===== config.mk =====
export PLATFORM = sky130hd
export DESIGN_NAME = mc_sequencer
export DESIGN_NICKNAME = d
export VERILOG_FILES = /design/src/rtl/mc_pkg.sv /design/src/rtl/mc_ctrl_if.sv /design/src/rtl/mc_out_decode.sv /design/src/rtl/mc_sequencer.sv
export SDC_FILE = /design/constraint.sdc
export NUM_CORES = 1
export LEC_CHECK = 0
export ABC_AREA = 0
export CAP_MARGIN = 10
export CORE_MARGIN = 2
export CORE_UTILIZATION = 45
export CTS_CLUSTER_SIZE = 28
export DETAILED_ROUTE_END_ITERATION = 8
export PLACE_DENSITY_LB_ADDON = 0.2
export SYNTH_ARGS = -nofsm -noshare
export SYNTH_HDL_FRONTEND = slang
export SYNTH_SLANG_ARGS = --single-unit

===== constraint.sdc =====
create_clock -name clk -period 2.2 [get_ports clk]
set_input_delay 0.44 -clock clk [delete_from_list [all_inputs] [get_ports clk]]
set_output_delay 0.44 -clock clk [all_outputs]
set_load 0.05 [all_outputs]

===== src/rtl/mc_pkg.sv =====
// Shared encodings for the multi-cycle control sequencer: state codes,
// opcodes and the 2-bit datapath select fields.
package mc_pkg;

  typedef enum logic [3:0] {
    S_FETCH  = 4'd0,
    S_DECODE = 4'd1,
    S_MEMADR = 4'd2,
    S_MEMRD  = 4'd3,
    S_MEMWB  = 4'd4,
    S_MEMWR  = 4'd5,
    S_EXEC   = 4'd6,
    S_RWB    = 4'd7,
    S_BEQ    = 4'd8,
    S_JUMP   = 4'd9,
    S_ADDIEX = 4'd10,
    S_ADDIWB = 4'd11,
    S_HALT   = 4'd12,
    S_IDLE   = 4'd15
  } state_t;

  localparam logic [5:0] OP_R    = 6'b000000;
  localparam logic [5:0] OP_LW   = 6'b100011;
  localparam logic [5:0] OP_SW   = 6'b101011;
  localparam logic [5:0] OP_BEQ  = 6'b000100;
  localparam logic [5:0] OP_J    = 6'b000010;
  localparam logic [5:0] OP_ADDI = 6'b001000;

  localparam logic [1:0] ALU_ADD   = 2'b00;
  localparam logic [1:0] ALU_SUB   = 2'b01;
  localparam logic [1:0] ALU_FUNCT = 2'b10;

  localparam logic [1:0] SRCB_REG     = 2'b00;
  localparam logic [1:0] SRCB_FOUR    = 2'b01;
  localparam logic [1:0] SRCB_IMM     = 2'b10;
  localparam logic [1:0] SRCB_IMM_SHL = 2'b11;

  localparam logic [1:0] PCS_ALU    = 2'b00;
  localparam logic [1:0] PCS_ALUOUT = 2'b01;
  localparam logic [1:0] PCS_JUMP   = 2'b10;

  function automatic logic is_mem_op(input logic [5:0] opcode);
    return (opcode == OP_LW) || (opcode == OP_SW);
  endfunction

endpackage


===== src/rtl/mc_ctrl_if.sv =====
// Datapath control bundle produced by the output decoder and consumed by the
// sequencer top.
interface mc_ctrl_if;
  logic       pc_write;
  logic       pc_write_cond;
  logic       i_or_d;
  logic       mem_read;
  logic       mem_write;
  logic       ir_write;
  logic       mem_to_reg;
  logic       alu_src_a;
  logic       reg_write;
  logic       reg_dst;
  logic       mem_req;
  logic       halted;
  logic [1:0] pc_source;
  logic [1:0] alu_op;
  logic [1:0] alu_src_b;

  modport master (
    output pc_write, pc_write_cond, i_or_d, mem_read, mem_write, ir_write,
           mem_to_reg, alu_src_a, reg_write, reg_dst, mem_req, halted,
           pc_source, alu_op, alu_src_b
  );

  modport slave (
    input pc_write, pc_write_cond, i_or_d, mem_read, mem_write, ir_write,
          mem_to_reg, alu_src_a, reg_write, reg_dst, mem_req, halted,
          pc_source, alu_op, alu_src_b
  );
endinterface


===== src/rtl/mc_out_decode.sv =====
// Combinational state-to-control decode. Only the fetch IR/PC strobes look at
// mem_ready, so the PC advances exactly once per completed fetch.
module mc_out_decode
  import mc_pkg::*;
(
  input  state_t           state,
  input  logic             mem_ready,
  mc_ctrl_if.master        ctrl
);

  // Per-state control pattern; anything not named for a state stays 0
  always_comb begin
    ctrl.pc_write      = 1'b0;
    ctrl.pc_write_cond = 1'b0;
    ctrl.i_or_d        = 1'b0;
    ctrl.mem_read      = 1'b0;
    ctrl.mem_write     = 1'b0;
    ctrl.ir_write      = 1'b0;
    ctrl.mem_to_reg    = 1'b0;
    ctrl.alu_src_a     = 1'b0;
    ctrl.reg_write     = 1'b0;
    ctrl.reg_dst       = 1'b0;
    ctrl.halted        = 1'b0;
    ctrl.pc_source     = PCS_ALU;
    ctrl.alu_op        = ALU_ADD;
    ctrl.alu_src_b     = SRCB_REG;
    case (state)
      S_FETCH: begin
        ctrl.mem_read  = 1'b1;
        ctrl.alu_src_b = SRCB_FOUR;
        ctrl.ir_write  = mem_ready;
        ctrl.pc_write  = mem_ready;
      end
      S_DECODE: ctrl.alu_src_b = SRCB_IMM_SHL;
      S_MEMADR: begin
        ctrl.alu_src_a = 1'b1;
        ctrl.alu_src_b = SRCB_IMM;
      end
      S_MEMRD: begin
        ctrl.i_or_d   = 1'b1;
        ctrl.mem_read = 1'b1;
      end
      S_MEMWB: begin
        ctrl.reg_write  = 1'b1;
        ctrl.mem_to_reg = 1'b1;
      end
      S_MEMWR: begin
        ctrl.i_or_d    = 1'b1;
        ctrl.mem_write = 1'b1;
      end
      S_EXEC: begin
        ctrl.alu_src_a = 1'b1;
        ctrl.alu_op    = ALU_FUNCT;
      end
      S_RWB: begin
        ctrl.reg_write = 1'b1;
        ctrl.reg_dst   = 1'b1;
      end
      S_BEQ: begin
        ctrl.alu_src_a     = 1'b1;
        ctrl.alu_op        = ALU_SUB;
        ctrl.pc_write_cond = 1'b1;
        ctrl.pc_source     = PCS_ALUOUT;
      end
      S_JUMP: begin
        ctrl.pc_write  = 1'b1;
        ctrl.pc_source = PCS_JUMP;
      end
      S_ADDIEX: begin
        ctrl.alu_src_a = 1'b1;
        ctrl.alu_src_b = SRCB_IMM;
      end
      S_ADDIWB: ctrl.reg_write = 1'b1;
      S_HALT:   ctrl.halted    = 1'b1;
      default: begin
      end
    endcase
  end

  assign ctrl.mem_req = ctrl.mem_read | ctrl.mem_write;

endmodule


===== src/rtl/mc_sequencer.sv =====
// Multi-cycle processor control sequencer: Moore FSM, retired-instruction
// counter and the flat control port map.
module mc_sequencer
  import mc_pkg::*;
(
  input  logic        clk,
  input  logic        rst_n,
  input  logic [5:0]  op,
  input  logic        mem_ready,
  output logic        pc_write,
  output logic        pc_write_cond,
  output logic        i_or_d,
  output logic        mem_read,
  output logic        mem_write,
  output logic        ir_write,
  output logic        mem_to_reg,
  output logic        alu_src_a,
  output logic        reg_write,
  output logic        reg_dst,
  output logic        mem_req,
  output logic [1:0]  pc_source,
  output logic [1:0]  alu_op,
  output logic [1:0]  alu_src_b,
  output logic [3:0]  state,
  output logic        halted,
  output logic [15:0] instr_count
);

  state_t      state_r;
  state_t      state_next_s;
  logic        run_en_r;
  logic        retire_s;
  logic [15:0] instr_count_r;

  mc_ctrl_if ctrl ();

  mc_out_decode u_out_decode (
    .state     (state_r),
    .mem_ready (mem_ready),
    .ctrl      (ctrl.master)
  );

  // run_en_r keeps IDLE for one extra edge after reset release
  always_comb begin
    state_next_s = S_IDLE;
    retire_s     = 1'b0;
    case (state_r)
      S_IDLE:   state_next_s = run_en_r ? S_FETCH : S_IDLE;
      S_FETCH:  state_next_s = mem_ready ? S_DECODE : S_FETCH;
      S_DECODE: begin
        if (is_mem_op(op)) begin
          state_next_s = S_MEMADR;
        end else begin
          case (op)
            OP_R:    state_next_s = S_EXEC;
            OP_BEQ:  state_next_s = S_BEQ;
            OP_J:    state_next_s = S_JUMP;
            OP_ADDI: state_next_s = S_ADDIEX;
            default: state_next_s = S_HALT;
          endcase
        end
      end
      S_MEMADR: begin
        if (op == OP_LW) begin
          state_next_s = S_MEMRD;
        end else if (op == OP_SW) begin
          state_next_s = S_MEMWR;
        end else begin
          state_next_s = S_HALT;
        end
      end
      S_MEMRD:  state_next_s = mem_ready ? S_MEMWB : S_MEMRD;
      S_MEMWR: begin
        state_next_s = mem_ready ? S_FETCH : S_MEMWR;
        retire_s     = mem_ready;
      end
      S_EXEC:   state_next_s = S_RWB;
      S_ADDIEX: state_next_s = S_ADDIWB;
      S_MEMWB, S_RWB, S_BEQ, S_JUMP, S_ADDIWB: begin
        state_next_s = S_FETCH;
        retire_s     = 1'b1;
      end
      S_HALT:   state_next_s = S_HALT;
      default:  state_next_s = S_IDLE;
    endcase
  end

  // State, start-up gate and retire counter (wraps naturally at 16 bits)
  always_ff @(posedge clk or negedge rst_n) begin
    if (!rst_n) begin
      state_r       <= S_IDLE;
      run_en_r      <= 1'b0;
      instr_count_r <= 16'd0;
    end else begin
      state_r  <= state_next_s;
      run_en_r <= 1'b1;
      if (retire_s) begin
        instr_count_r <= instr_count_r + 16'd1;
      end
    end
  end

  assign state         = state_r;
  assign instr_count   = instr_count_r;
  assign halted        = ctrl.halted;
  assign pc_write      = ctrl.pc_write;
  assign pc_write_cond = ctrl.pc_write_cond;
  assign i_or_d        = ctrl.i_or_d;
  assign mem_read      = ctrl.mem_read;
  assign mem_write     = ctrl.mem_write;
  assign ir_write      = ctrl.ir_write;
  assign mem_to_reg    = ctrl.mem_to_reg;
  assign alu_src_a     = ctrl.alu_src_a;
  assign reg_write     = ctrl.reg_write;
  assign reg_dst       = ctrl.reg_dst;
  assign mem_req       = ctrl.mem_req;
  assign pc_source     = ctrl.pc_source;
  assign alu_op        = ctrl.alu_op;
  assign alu_src_b     = ctrl.alu_src_b;

endmodule


== After elaboration in Yosys (flattened, before gate mapping) ==
Cells that the tools add are included.

* Register bits after elaboration: 21
* Word-level logic and storage cells: 56

* $add $sub $neg: 1
* Equal/unequal tests: 18
* Multiplexer cells: 24
* Bitwise operators: 1
* Reduce and logical (&&, ||, !) cells: 9

{| class="wikitable"
|+ Operator list
! kind !! count
|-
| $pmux 4 s10 || 1
|-
| $eq 4x4->1 const B || 6
|-
| $add 16x1->16 const B || 1
|-
| $eq 4x3->1 const B || 4
|-
| $mux 4 || 4
|-
| $pmux 4 s4 || 1
|-
| $eq 6x6->1 const B || 2
|-
| $mux 1 || 11
|-
| $eq 4x2->1 const B || 2
|-
| $pmux 2 s2 || 2
|-
| $eq 6x2->1 const B || 1
|-
| $eq 6x3->1 const B || 1
|-
| $eq 6x4->1 const B || 1
|-
| $logic_not 6->1 || 1
|-
| $mux 3 || 2
|-
| $pmux 2 s3 || 1
|-
| $reduce_or 2->1 || 3
|-
| $reduce_or 5->1 || 1
|-
| $eq 4x1->1 const B || 1
|-
| $logic_not 4->1 || 1
|-
| $pmux 1 s2 || 2
|-
| $reduce_or 4->1 || 1
|-
| $reduce_or 3->1 || 1
|-
| $logic_or 1x1->1 || 1
|-
| $or 1x1->1 || 1
|}

== Longest topological paths before layout ==
* Word-level depth: 4
* Gate-level depth with buffers: 6
* Mapped depth without buffers: 5

== Modules after synthesis ==
A second synthesis with hierarchy kept.

* Cell total of the unflattened synthesis: 162
* Area, all modules: 1511.4 sq um

{| class="wikitable"
|+ By module, submodules not included
! module !! times used !! cells each !! area an instance (sq um) !! sequential area each (sq um)
|-
| mc_sequencer || 1 || 124 || 1249.9 || 530.5
|-
| mc_out_decode || 1 || 38 || 261.5 || 0.0
|}

== Least setup slack after synthesis ==
Ideal clock, no wire load.

* Path kind: reg-to-output
* Start point: reg state_r[2], in the netlist state[2]
* End point: out pc_write
* Data arrival time: 3004 ps
* Path slack: -1244 ps
* Stages on the path, launching flop included: 5
* Path buffers: 1
* Cells stage by stage: dfstp_2 -> buf_1 -> or2_2 -> nor4_1 -> or2_2

* Longest elaborated chain between the ends: 2
* Elaborated cells between the ends (all ways): 3

{| class="wikitable"
|+ RTL lines
! element !! line !! text
|-
| from (decl) || mc_sequencer.sv:29 || <nowiki>state_t state_r;</nowiki>
|-
| from (signal assigned) || mc_sequencer.sv:95 || <nowiki>state_r <= state_next_s;</nowiki>
|-
| $eq 4x4->1 or $logic_not 4->1 (tied branches) || mc_out_decode.sv:27 || <nowiki>case (state)</nowiki>
|-
| $pmux 1 s2 * || mc_out_decode.sv:27 ||
|-
| to (decl) || mc_sequencer.sv:10 || <nowiki>output logic pc_write,</nowiki>
|}

Mark *: on every way between the ends. The rest lies on a longest branch, timed or not.

== Worst setup path in the final report ==
* Start point: reg state_r[1], in the netlist state[1]
* End point: out alu_src_b[1]

* Longest elaborated chain between the ends: 3
* Elaborated cells between the ends (all ways): 6

{| class="wikitable"
|+ RTL lines
! element !! line !! text
|-
| $eq 4x2->1 or $eq 4x4->1 (tied branches) || mc_out_decode.sv:27 ||
|-
| $reduce_or 2->1 (no source line) || - ||
|-
| $pmux 2 s3 * || mc_out_decode.sv:27 ||
|-
| to (decl) || mc_sequencer.sv:23 || <nowiki>output logic [1:0] alu_src_b,</nowiki>
|}

Marks and branches as above.

==> results.txt <==
- Number of cells on the worst reg-to-reg path: 5
- Buffer cell driving the clock tree root: clkbuf_4
* Final setup violating endpoints: 0
- Clock sink count: 21
* Final Routed Wirelength: 3.90 mm
- Clock tree from TritonCTS: yes
- Total number of vias: 1431
* Depth of the CTS H-tree: 1
- In the global route stage, overall resource usage came out at 25.3%.
* Routed wirelength normalized by instance count: 15.8 µm
- Synthesis inferred 21 register bits.
- Number of global-route vias before repair: 1411
- In this run the worst hold path is classified as in2async.
- Total power density per cell area: 1510 nW/µm²
* Outcome: complete, but fails checks
- Initial core utilization: 48.4%
* Filler Cells Inserted: 181
- The initial antenna violation count was 0.
- Maximum number of pins on one net before global-route repair: 13
- Die Span Y: 59.0 µm
- PortBufs: 46
* Portion of synthesized cell area occupied by the leading cell type: 31.3%
- Quantity of hold-fixing buffers added after cts: 0
- The wire-length estimate of the detail-placed layout is 2.92 mm.
* Dpl cells: 233
- After the flow finishes, the layout carries non-filler instances totaling 247.
- For this run, the slowest stage of the critical path takes 0.69 ns.
* Total Power: 3410 µW
- Reported max-cap violation count: 0
- On the critical path, the stage with the largest delay is an instance of dfstp_4.
- In the post-synthesis netlist, the biggest area contributors are dfrtp_1, dfstp_2, xnor2_1.
- Critical setup path kind: reg2out
* Floorplan core area: 2810 µm²
- Non-Filler Cell Area, Final: 2260 µm²
- Rel. slew slack: 59.6%
* Capture instance of the worst register-to-register path: instr_count[9]
* Die width: 59.0 µm
- At the pin with the least slew margin, the transition time is 0.598 ns.
- The first routing iteration left 53 violations.
* Yosys synthesis warning count: 0
- Summed over all cells, the static leakage comes to 0.000888 µW.
- Worst Path Arrival: 1.72 ns
* Mean instance size in the synthesized netlist: 8.49 µm²
* Final Cycle Share: 98.1%
* Number of different library cells in the post-synthesis netlist: 39
- Worst setup SP type: flip-flop
- The detail route stage leaves a number of antenna-violating nets equal to 0.
* Fraction of layout cells with a size suffix above 1: 31.9%
- Counting every instance in the synthesized netlist gives 160.
- Tracing the worst setup path back leads to its startpoint at state[1].
* Wire length of the first global-routing pass: 6.58 mm
- The worst path needs 2.16 ns of the cycle, external delays included.
* Sequential share of the synthesized area: 39.0%
- For the final database, setup skew stands at 0.0147 ns.
- Sequence of cells on the critical path: buf_4 -> nor2_1 -> a21oi_1 -> nor2_4 -> buf_12
* Failing checks: DRC
- Timing would allow up to 0.464 GHz.
* Layout Area Growth over Synthesis: 66.2%
- IR drop worst, VDD: 1280 µV
- Bufs on Longest Clock Path: 2
- Worst R2R Setup Slack: 0.22 ns
- I/O pins: 47
* Required time at the worst-slack endpoint: 1.76 ns
- The final count of hold timing violations is 0.
- Clock latency of the later-clocked register in the worst-skew pair: 0.32 ns
- After clock tree synthesis, the clock-pin slew on the worst setup and hold paths is 0.12 ns.
- Final weighted congestion in routability-driven placement: 0.793
- Pins over their slew limit: 0
- The worst register-to-register path begins at state[1].
* Total iterations of the first detailed-routing run: 6
- Leading area contributor after synthesis: dfrtp_1
- For this run the aggregate overflow at the end of global routing stands at 0.
* Floorplan die area: 3480 µm²
- The floorplan has 19 rows.
* RSZ-0062 raised after global routing: yes
- In this run, CTS created clock tree buffers numbering 3.
* Cell area after placement: 2130 µm²
- Nature of the critical path endpoint: output port
- Post-layout net count: 227
- The number of nets in the synthesized netlist is 170.
* Vias per cell: 5.79
- DRC violations left: 3
- Total negative setup slack: 0 ns
* Biggest fanout along the worst timing path: 9
- The number of antenna diodes in the final layout is 0.
- The cell area that synthesis handed to floorplanning was 1360 µm².
state kept, by name (all words and copies together) (netlist names):
name and count:
instr_count 16, state 4, run_en_r 1
what timing repair did:
item / CTS / global route
buffers inserted: 9 / 1
setup endpoints to repair: 6 / 9
resized for setup: 4 / 4
power by group:
part | total, µW | leakage [µW] | internal [µW] | switching, µW
registers | 653 | 0.000253 | 504 | 149
logic | 2570 | 0.000617 | 1060 | 1520
clock network | 188 | 0.0000177 | 68.1 | 120
total | 3410 | 0.000888 | 1630 | 1790
worst max-delay path: cells and delay by family (launching register included):
family | cells | cell delay [ns]
and+or+nand+nor | 2 | 0.15
buffers and inverters | 2 | 0.32
DFF | 1 | 0.69
AOI/OAI and AO/OA | 1 | 0.25
cells by family (layout without fill, tap and decap cells):
kind of cell / after synthesis / count (layout) / synth area share, %
fa+ha+maj: 1 / 1 / 0.921
buf+inv: 13 / 69 / 4.51
flops: 21 / 21 / 39.0
simple gates: 85 / 85 / 33.6
mux: 1 / 1 / 0.829
xor+xnor: 18 / 18 / 11.6
compound gates: 20 / 20 / 9.21
other cells: 1 / 1 / 0.276
cell type report:
class | count | area (µm²) | share of cell area, %
Clock buffer | 3 | 22.5 | 0.997
Sequential cell | 21 | 534 | 23.7
Multi-Input combinational cell | 126 | 878 | 38.9
Tap cell | 31 | 38.8 | 1.72
Timing Repair Buffer | 62 | 768 | 34.0
Inverter | 3 | 11.3 | 0.499
Clock inverter | 1 | 5.00 | 0.222
worst max path at each step:
stage	to	slack, ns	depth (start not counted)
global placement	instr_count[9]	0.14	5
global route	reg_write	-0.02	5
finish	alu_src_b[1]	0.04	5
floorplan	reg_write	-0.14	4
detailed placement	instr_count[5]	0.07	5
CTS	mem_req	0.006	5
placed cells by master (no fill, tap or decap), types with 2 or more instances in the layout:
cell,instances
a21oi_1,5
nor4_2,2
or2_4,3
nand3_1,6
o21ai_0,5
nor2_1,10
dfrtp_1,17
dfstp_2,3
clkdlybuf4s50_1,23
nor3_2,4
o211ai_1,2
nand4_1,11
xor2_1,6
xnor2_1,12
nor3_1,5
and2_1,2
nand2b_1,5
nand2_1,15
and3_1,3
buf_4,17
clkbuf_4,3
buf_12,18
or4_1,2
inv_1,3
nor3_4,3
nor2_2,3
buf_6,2
nor2_4,3
o22ai_1,2
metal layers:
metal	GRT usage, %	share of wire (%)
met1	34.5	43
met2	40.8	51
met3	5.05	5.3
met4	7.14	0.97
met5	0	0
per-stage QoR:
| stage | util [%] | setup slack [ns] | hold WS [ns] |
|---|---|---|---|
| after floorplan | - | -0.143 | 0.144 |
| after global placement | 75.8 | 0.142 | 0.462 |
| after detailed placement | 75.8 | 0.0705 | 0.472 |
| after CTS | 79.7 | 0.00550 | 0.445 |
| after global routing | 80.5 | -0.0215 | 0.470 |
| final | 80.5 | 0.0426 | 0.429 |
synthesized netlist by cell type:
| cell type | count |
|---|---|
| a21boi_0 | 1 |
| a21oi_1 | 5 |
| a22oi_1 | 1 |
| a31oi_1 | 1 |
| a41oi_1 | 1 |
| and2_1 | 2 |
| and3_1 | 4 |
| buf_1 | 1 |
| buf_2 | 1 |
| buf_4 | 3 |
| clkbuf_1 | 5 |
| conb_1 | 1 |
| dfrtp_1 | 17 |
| dfstp_2 | 4 |
| ha_1 | 1 |
| inv_1 | 3 |
| mux2_2 | 1 |
| nand2_1 | 16 |
| nand2b_1 | 5 |
| nand3_1 | 6 |
| nand4_1 | 11 |
| nor2_1 | 15 |
| nor2_2 | 1 |
| nor2b_1 | 2 |
| nor3_1 | 10 |
| nor3_2 | 2 |
| nor4_1 | 3 |
| nor4_2 | 1 |
| nor4b_1 | 1 |
| nor4bb_1 | 1 |
| o211ai_1 | 2 |
| o21ai_0 | 5 |
| o22ai_1 | 2 |
| o311ai_0 | 1 |
| o31a_1 | 1 |
| or2_2 | 3 |
| or4_1 | 2 |
| xnor2_1 | 12 |
| xor2_1 | 6 |
Note: power is estimated with default switching activity, not from simulation.
